`src/rtl/fl_pkg.sv`:
```
// Shared defaults and helpers for the superscalar free list.
// Default configuration: 32 entries, 6-bit preg tags, 2 dispatch and 2 retire ports.
package fl_pkg;

  localparam int FL_DEPTH_DEF = 32;
  localparam int PREG_W_DEF   = 6;
  localparam int DISP_W_DEF   = 2;
  localparam int RET_W_DEF    = 2;
  localparam int PTR_W_DEF    = $clog2(FL_DEPTH_DEF) + 1;

  typedef logic [PTR_W_DEF-1:0]  fl_ptr_t;
  typedef logic [PREG_W_DEF-1:0] preg_t;

  // Number of set bits in a request vector (callers zero-extend to 32 bits).
  function automatic int popcount(input logic [31:0] v);
    int c;
    c = 0;
    for (int i = 0; i < 32; i++) begin
      if (v[i]) c++;
    end
    return c;
  endfunction

endpackage

```
`src/rtl/fl_offer_sel.sv`:
```
// Combinational offer selection for the free list.
// The logical stream is the stored entries from head followed by this cycle's
// retire slots; dispatch slot k is offered stream[k]. With FL_BYPASS_EN the
// retire slots may be granted in the same cycle, otherwise only stored entries
// are valid.
module fl_offer_sel
  import fl_pkg::*;
#(
  parameter int PREG_W = PREG_W_DEF,
  parameter int DISP_W = DISP_W_DEF,
  parameter int RET_W  = RET_W_DEF,
  parameter int PTR_W  = PTR_W_DEF
) (
  input  logic [DISP_W*PREG_W-1:0] stored_preg,
  input  logic [PTR_W-1:0]         free_cnt,
  input  logic [RET_W-1:0]         retire_en,
  input  logic [RET_W*PREG_W-1:0]  retire_preg,
  input  logic                     recover_en,
  input  logic [DISP_W-1:0]        dispatch_en,
  output logic [DISP_W-1:0]        free_preg_vld,
  output logic [DISP_W*PREG_W-1:0] free_preg,
  output logic [PTR_W-1:0]         n_disp,
  output logic [PTR_W-1:0]         n_byp
);

  int cnt_int;
  int n_ret;
  int n_disp_int;

  // Build the offered stream, slot valids, grant count and the bypass count.
  always_comb begin
    cnt_int       = int'(free_cnt);
    n_ret         = popcount(32'(retire_en));
    free_preg_vld = '0;
    free_preg     = '0;
    for (int k = 0; k < DISP_W; k++) begin
      if (k < cnt_int) begin
        free_preg[k*PREG_W +: PREG_W] = stored_preg[k*PREG_W +: PREG_W];
      end else if ((k - cnt_int) < n_ret) begin
        free_preg[k*PREG_W +: PREG_W] = retire_preg[(k - cnt_int)*PREG_W +: PREG_W];
      end
`ifdef FL_BYPASS_EN
      free_preg_vld[k] = !recover_en && (k < (cnt_int + n_ret));
`else
      free_preg_vld[k] = !recover_en && (k < cnt_int);
`endif
    end
    n_disp_int = popcount(32'(dispatch_en & free_preg_vld));
    n_disp     = PTR_W'(n_disp_int);
`ifdef FL_BYPASS_EN
    n_byp = (n_disp_int > cnt_int) ? PTR_W'(n_disp_int - cnt_int) : '0;
`else
    n_byp = '0;
`endif
  end

endmodule

```
`src/rtl/free_list_ss.sv`:
```
// Superscalar physical-register free list: a circular FIFO of free preg tags.
// Hands up to DISP_W tags to rename per cycle, accepts up to RET_W stale tags
// from retire per cycle, and restores head in one cycle on branch recovery.
// Optional macro FL_BYPASS_EN enables same-cycle retire-to-dispatch bypass.
module free_list_ss
  import fl_pkg::*;
#(
  parameter  int FL_DEPTH = FL_DEPTH_DEF,
  parameter  int PREG_W   = PREG_W_DEF,
  parameter  int DISP_W   = DISP_W_DEF,
  parameter  int RET_W    = RET_W_DEF,
  localparam int IDX_W    = $clog2(FL_DEPTH),
  localparam int PTR_W    = IDX_W + 1
) (
  input  logic                     clk,
  input  logic                     rst,
  input  logic [DISP_W-1:0]        dispatch_en_i,
  input  logic [RET_W-1:0]         retire_en_i,
  input  logic [RET_W*PREG_W-1:0]  retire_preg_i,
  input  logic                     recover_en_i,
  input  logic [PTR_W-1:0]         recover_head_i,
  output logic [DISP_W-1:0]        free_preg_vld_o,
  output logic [DISP_W*PREG_W-1:0] free_preg_o,
  output logic [PTR_W-1:0]         free_preg_cur_head_o,
  output logic [IDX_W:0]           free_cnt_o,
  output logic [PTR_W-1:0]         head_o,
  output logic [PTR_W-1:0]         tail_o
);

  logic [PREG_W-1:0]        mem [FL_DEPTH];
  logic [PTR_W-1:0]         head;
  logic [PTR_W-1:0]         tail;
  logic [PTR_W-1:0]         head_next;
  logic [PTR_W-1:0]         tail_next;
  logic [PTR_W-1:0]         free_cnt;
  logic [PTR_W-1:0]         n_disp;
  logic [PTR_W-1:0]         n_byp;
  logic [PTR_W-1:0]         n_ret;
  logic [PTR_W-1:0]         n_wr;
  logic [PTR_W-1:0]         n_wr_ok;
  logic [PTR_W-1:0]         space;
  logic [DISP_W*PREG_W-1:0] stored_preg;

  assign free_cnt             = tail - head;
  assign free_cnt_o           = free_cnt;
  assign free_preg_cur_head_o = head;
  assign head_o               = head;
  assign tail_o               = tail;

  // Read the DISP_W stored entries starting at head (index wraps naturally).
  always_comb begin
    stored_preg = '0;
    for (int k = 0; k < DISP_W; k++) begin
      stored_preg[k*PREG_W +: PREG_W] = mem[head[IDX_W-1:0] + IDX_W'(k)];
    end
  end

  fl_offer_sel #(
    .PREG_W (PREG_W),
    .DISP_W (DISP_W),
    .RET_W  (RET_W),
    .PTR_W  (PTR_W)
  ) u_offer_sel (
    .stored_preg   (stored_preg),
    .free_cnt      (free_cnt),
    .retire_en     (retire_en_i),
    .retire_preg   (retire_preg_i),
    .recover_en    (recover_en_i),
    .dispatch_en   (dispatch_en_i),
    .free_preg_vld (free_preg_vld_o),
    .free_preg     (free_preg_o),
    .n_disp        (n_disp),
    .n_byp         (n_byp)
  );

  // Next pointers: bypassed retires neither pop storage nor get written, and
  // writes beyond the room left after the head move are dropped.
  always_comb begin
    n_ret     = PTR_W'(popcount(32'(retire_en_i)));
    n_wr      = n_ret - n_byp;
    head_next = recover_en_i ? recover_head_i : head + (n_disp - n_byp);
    space     = PTR_W'(FL_DEPTH) - (tail - head_next);
    n_wr_ok   = (n_wr > space) ? space : n_wr;
    tail_next = tail + n_wr_ok;
  end

  // Storage and pointer registers; reset fills the list with FL_DEPTH..2*FL_DEPTH-1.
  always_ff @(posedge clk or posedge rst) begin
    if (rst) begin
      head <= '0;
      tail <= PTR_W'(FL_DEPTH);
      for (int i = 0; i < FL_DEPTH; i++) begin
        mem[i] <= PREG_W'(FL_DEPTH + i);
      end
    end else begin
      head <= head_next;
      tail <= tail_next;
      for (int j = 0; j < RET_W; j++) begin
        if (PTR_W'(j) < n_wr_ok) begin
          mem[tail[IDX_W-1:0] + IDX_W'(j)] <= retire_preg_i[(int'(n_byp) + j)*PREG_W +: PREG_W];
        end
      end
    end
  end

  // Retiring into a full list is a protocol error upstream; flag it in simulation.
  always_ff @(posedge clk) begin
    if (!rst) begin
      assert (n_wr <= space)
      else $error("free_list_ss: retire into full free list, write dropped");
    end
  end

endmodule

```
`config.mk`:
```
export PLATFORM = sky130hd
export DESIGN_NAME = free_list_ss
export DESIGN_NICKNAME = d
export VERILOG_FILES = /design/src/rtl/fl_pkg.sv /design/src/rtl/fl_offer_sel.sv /design/src/rtl/free_list_ss.sv
export SDC_FILE = /design/constraint.sdc
export NUM_CORES = 1
export LEC_CHECK = 0
export BUFFER_PORTS_ARGS = -buffer_cell sky130_fd_sc_hd__buf_2
export CAP_MARGIN = 30
export CORE_ASPECT_RATIO = 0.9
export CORE_MARGIN = 3
export CORE_UTILIZATION = 30
export DETAILED_ROUTE_END_ITERATION = 10
export HOLD_SLACK_MARGIN = 0.08
export SETUP_SLACK_MARGIN = 0.2
export SYNTH_ARGS = -nofsm -noshare
export SYNTH_HDL_FRONTEND = slang
export SYNTH_SLANG_ARGS = --single-unit
```
`constraint.sdc`:
```
create_clock -name clk -period 10.75 [get_ports clk]
set_clock_uncertainty 0.05 [all_clocks]
set_input_delay 1.6125 -clock clk [delete_from_list [all_inputs] [get_ports clk]]
set_output_delay 1.6125 -clock clk [all_outputs]
set_load 0.05 [all_outputs]
```
==> impl_metrics.tcl <==
set metrics [dict create \
    synthToLayoutAreaGrowth_pct 11.24 \
    gr-usage-met1_pct 24.33 \
    post-synth-top-count-cell "mux4_2" \
    tightestPinTransition_ns 1.077 \
    yosys-top-cells-area "dfstp_2, mux4_2, dfrtp_1" \
    drt_iter0_drc 798 \
    rr_worst_depth 29 \
    fin_setup_tns_ns 0 \
    die_w_um 241.9 \
    startpoint_type "flop" \
    start_util_pct 30.46 \
    vias 10619 \
    diodes 0 \
    crit_fanout 28 \
    hold_end "mem[100]$_DFF_PP0_" \
    ys_warn_count 0 \
    instances_no_fill 1852 \
    grt_start_max_net_pins 83 \
    cp_common_cell "ha_1" \
    cts-htree-levels 1 \
    rr_endpoint "tail_o[5]$_DFF_PP1_" \
    cp_data_arrival_time_ns 9.02 \
    clk_pin_slew_ns 0.06 \
    rrSetupSlack_ns 2.14 \
    cap_viol_max_count 0 \
    clock_tree.buffer_depth 3 \
    viasPerCell 5.734 \
    drc 0 \
    holdCritPathClass "reg -> reg" \
    hold_start "mem[100]$_DFF_PP0_" \
    grt_use_met2_pct 28.08 \
    busiest_layer "met2" \
    grtUsageMet3_pct 4.637 \
    synth-seq-area-share_pct 34.92 \
    cts-buffers-inserted 26 \
    overflow 0 \
    cpMaxStageDelayCell "dfrtp_4" \
    port_buffers 62 \
    rsz0062_at_grt "false" \
    core_sq_um 49330 \
    drt_pass1_iterations 7 \
    r2r_start "free_preg_cur_head_o[1]$_DFF_PP0_" \
    final.min_clock_period_ns 8.614 \
    synth-seq-cells 204 \
    max_slew_margin_pct 27.66 \
    clock.fmax_mhz 116.1 \
    hold_viol 0 \
    synthTopCellsByCount "mux4_2, dfstp_2, mux2_1, mux2_2" \
    end_kind "flop" \
    wl_per_cell_um 25.66 \
    cts_hold_buffers 0 \
    dp.cells 1804 \
    synth_cell_types 67 \
    cts_resized 0 \
    setup_viol 0 \
    synthCells 1155 \
    status "complete, no violations" \
    max_stage_delay_ns 0.78 \
    post_cts_buffers 0 \
    ios 63 \
    die-area_sq_um 52800 \
    cts_root_buf "clkbuf_16" \
    synth-edff-count 0 \
    die_h_um 218.3 \
    synth_area_sq_um 15020 \
    synth_top_area_share_pct 19.76 \
    nets 1231 \
    hold-path-cell-count 1 \
    grt_pass1_wl_um 71990 \
    post-route-period-util_pct 80.13 \
    drive_gt1_share_pct 43.52 \
    path_class "reg -> reg" \
    grtUsageTotal_pct 17.68 \
    postRouteAntennaNets 0 \
    grt_pass1_vias 10689 \
    clock_latency_ns 0.53 \
    syn_area_per_cell_sq_um 13.01 \
    cts_tree "built" \
    synth-main-ff-cell "dfstp_2" \
    cts_num_sinks 204 \
    antenna_found_initial 1 \
    gp_congestion 0.9044 \
    yosysTopAreaCell "dfstp_2" \
    dp_hpwl_um 32870 \
    placementRows 77 \
    drv_slew 0 \
    wl_um 47530 \
    cp_data_required_time_ns 11.15 \
    synth-async-reset-ratio_pct 100.0 \
]
## worst max-delay path by stage
stage | slack (ns) | startpoint | cells past startpoint | endpoint
after floorplan | 1.23 | free_preg_cur_head_o[1]$_DFF_PP0_ | 34 | tail_o[5]$_DFF_PP1_
after global placement | 2.36 | free_preg_cur_head_o[1]$_DFF_PP0_ | 30 | tail_o[5]$_DFF_PP1_
after detailed placement | 2.23 | free_preg_cur_head_o[1]$_DFF_PP0_ | 29 | tail_o[5]$_DFF_PP1_
after CTS | 2.15 | free_preg_cur_head_o[1]$_DFF_PP0_ | 29 | tail_o[5]$_DFF_PP1_
after global routing | 1.44 | free_preg_cur_head_o[1]$_DFF_PP0_ | 30 | tail_o[5]$_DFF_PP1_
final | 2.14 | free_preg_cur_head_o[1]$_DFF_PP0_ | 29 | tail_o[5]$_DFF_PP1_
## registers in the layout, summed over array words and instances (netlist names)
register and cells:
tail_o 6, mem 192, free_preg_cur_head_o 6
## area by class of cell
cell class | instances | area, sq um
Clock buffer | 41 | 757.0
Clock inverter | 7 | 73.82
Fill cell | 4879 | 32620
Inverter | 40 | 157.7
Multi-Input combinational cell | 811 | 9193
Sequential cell | 204 | 5254
Tap cell | 671 | 839.6
Timing Repair Buffer | 78 | 437.9
## critical path, delay by kind of cell (launching register included)
kind	cells	cell delay (ns)
AOI/OAI and AO/OA	7	1.73
adders and majority gates	8	2.61
DFF	1	0.78
muxes	1	0.25
and+or+nand+nor	7	2.30
buffers and inverters	4	0.48
xor gates and xnor gates	2	0.33
## cells in the final DEF, fill, tap and decap left out, types with 4 or more instances in the layout
cell type  count
clkinv_2       4
dfrtp_1       89
clkbuf_8       5
and2_1         5
nand3_1       12
a21oi_2       12
nor4_4        21
inv_2          7
buf_2         62
nor2_1        36
or3_1          5
mux2_2       100
mux4_2       122
o21ai_0        9
o22ai_1        4
mux2i_1       61
a31oi_1        6
o21ai_1       10
fa_1           6
ha_1          38
a21oi_1       23
o22a_1        91
buf_4         15
and3_1         4
xor2_1         9
clkbuf_16     26
nor3_2         9
a21o_1         5
dfstp_2      113
nand2_1       43
inv_1         32
clkbuf_1      10
a41oi_1        4
mux2_1       100
xnor2_1       19
## routing by layer
layer  part of all wire, %  vias to the layer above
met5                 0.015                        -
met4                   2.4                        2
met3                   8.1                       83
met2                    46                      427
met1                    44                     5609
li1                      -                     4498
## through the flow
| stage | setup WS, ns | hold slack [ns] | instance area, sq um | util (%) |
|---|---|---|---|---|
| final | 2.136 | 0.4604 | 16710 | 33.88 |
| after global routing | 1.445 | 0.4740 | 16710 | 33.88 |
| after CTS | 2.153 | 0.4651 | 16710 | 33.88 |
| after detailed placement | 2.227 | 0.4532 | 15880 | 32.20 |
| after global placement | 2.362 | 0.4360 | 15870 | 32.17 |
| after floorplan | 1.231 | 0.4216 | 15030 | - |
## logic make-up (layout without fill, tap and decap cells)
family | count (synthesis) | in the layout | synth area share, %
fa+ha+maj | 45 | 45 | 4.048
mux | 383 | 383 | 37.34
buf+inv | 142 | 166 | 4.006
compound gates | 199 | 199 | 10.36
flops | 204 | 204 | 34.92
simple gates | 150 | 150 | 7.271
other cells | 1 | 3 | 0.02496
xor+xnor | 31 | 31 | 2.024
Power is not shown: default switching activity piles up to over one toggle a cycle in this logic, so the estimate is an artifact.
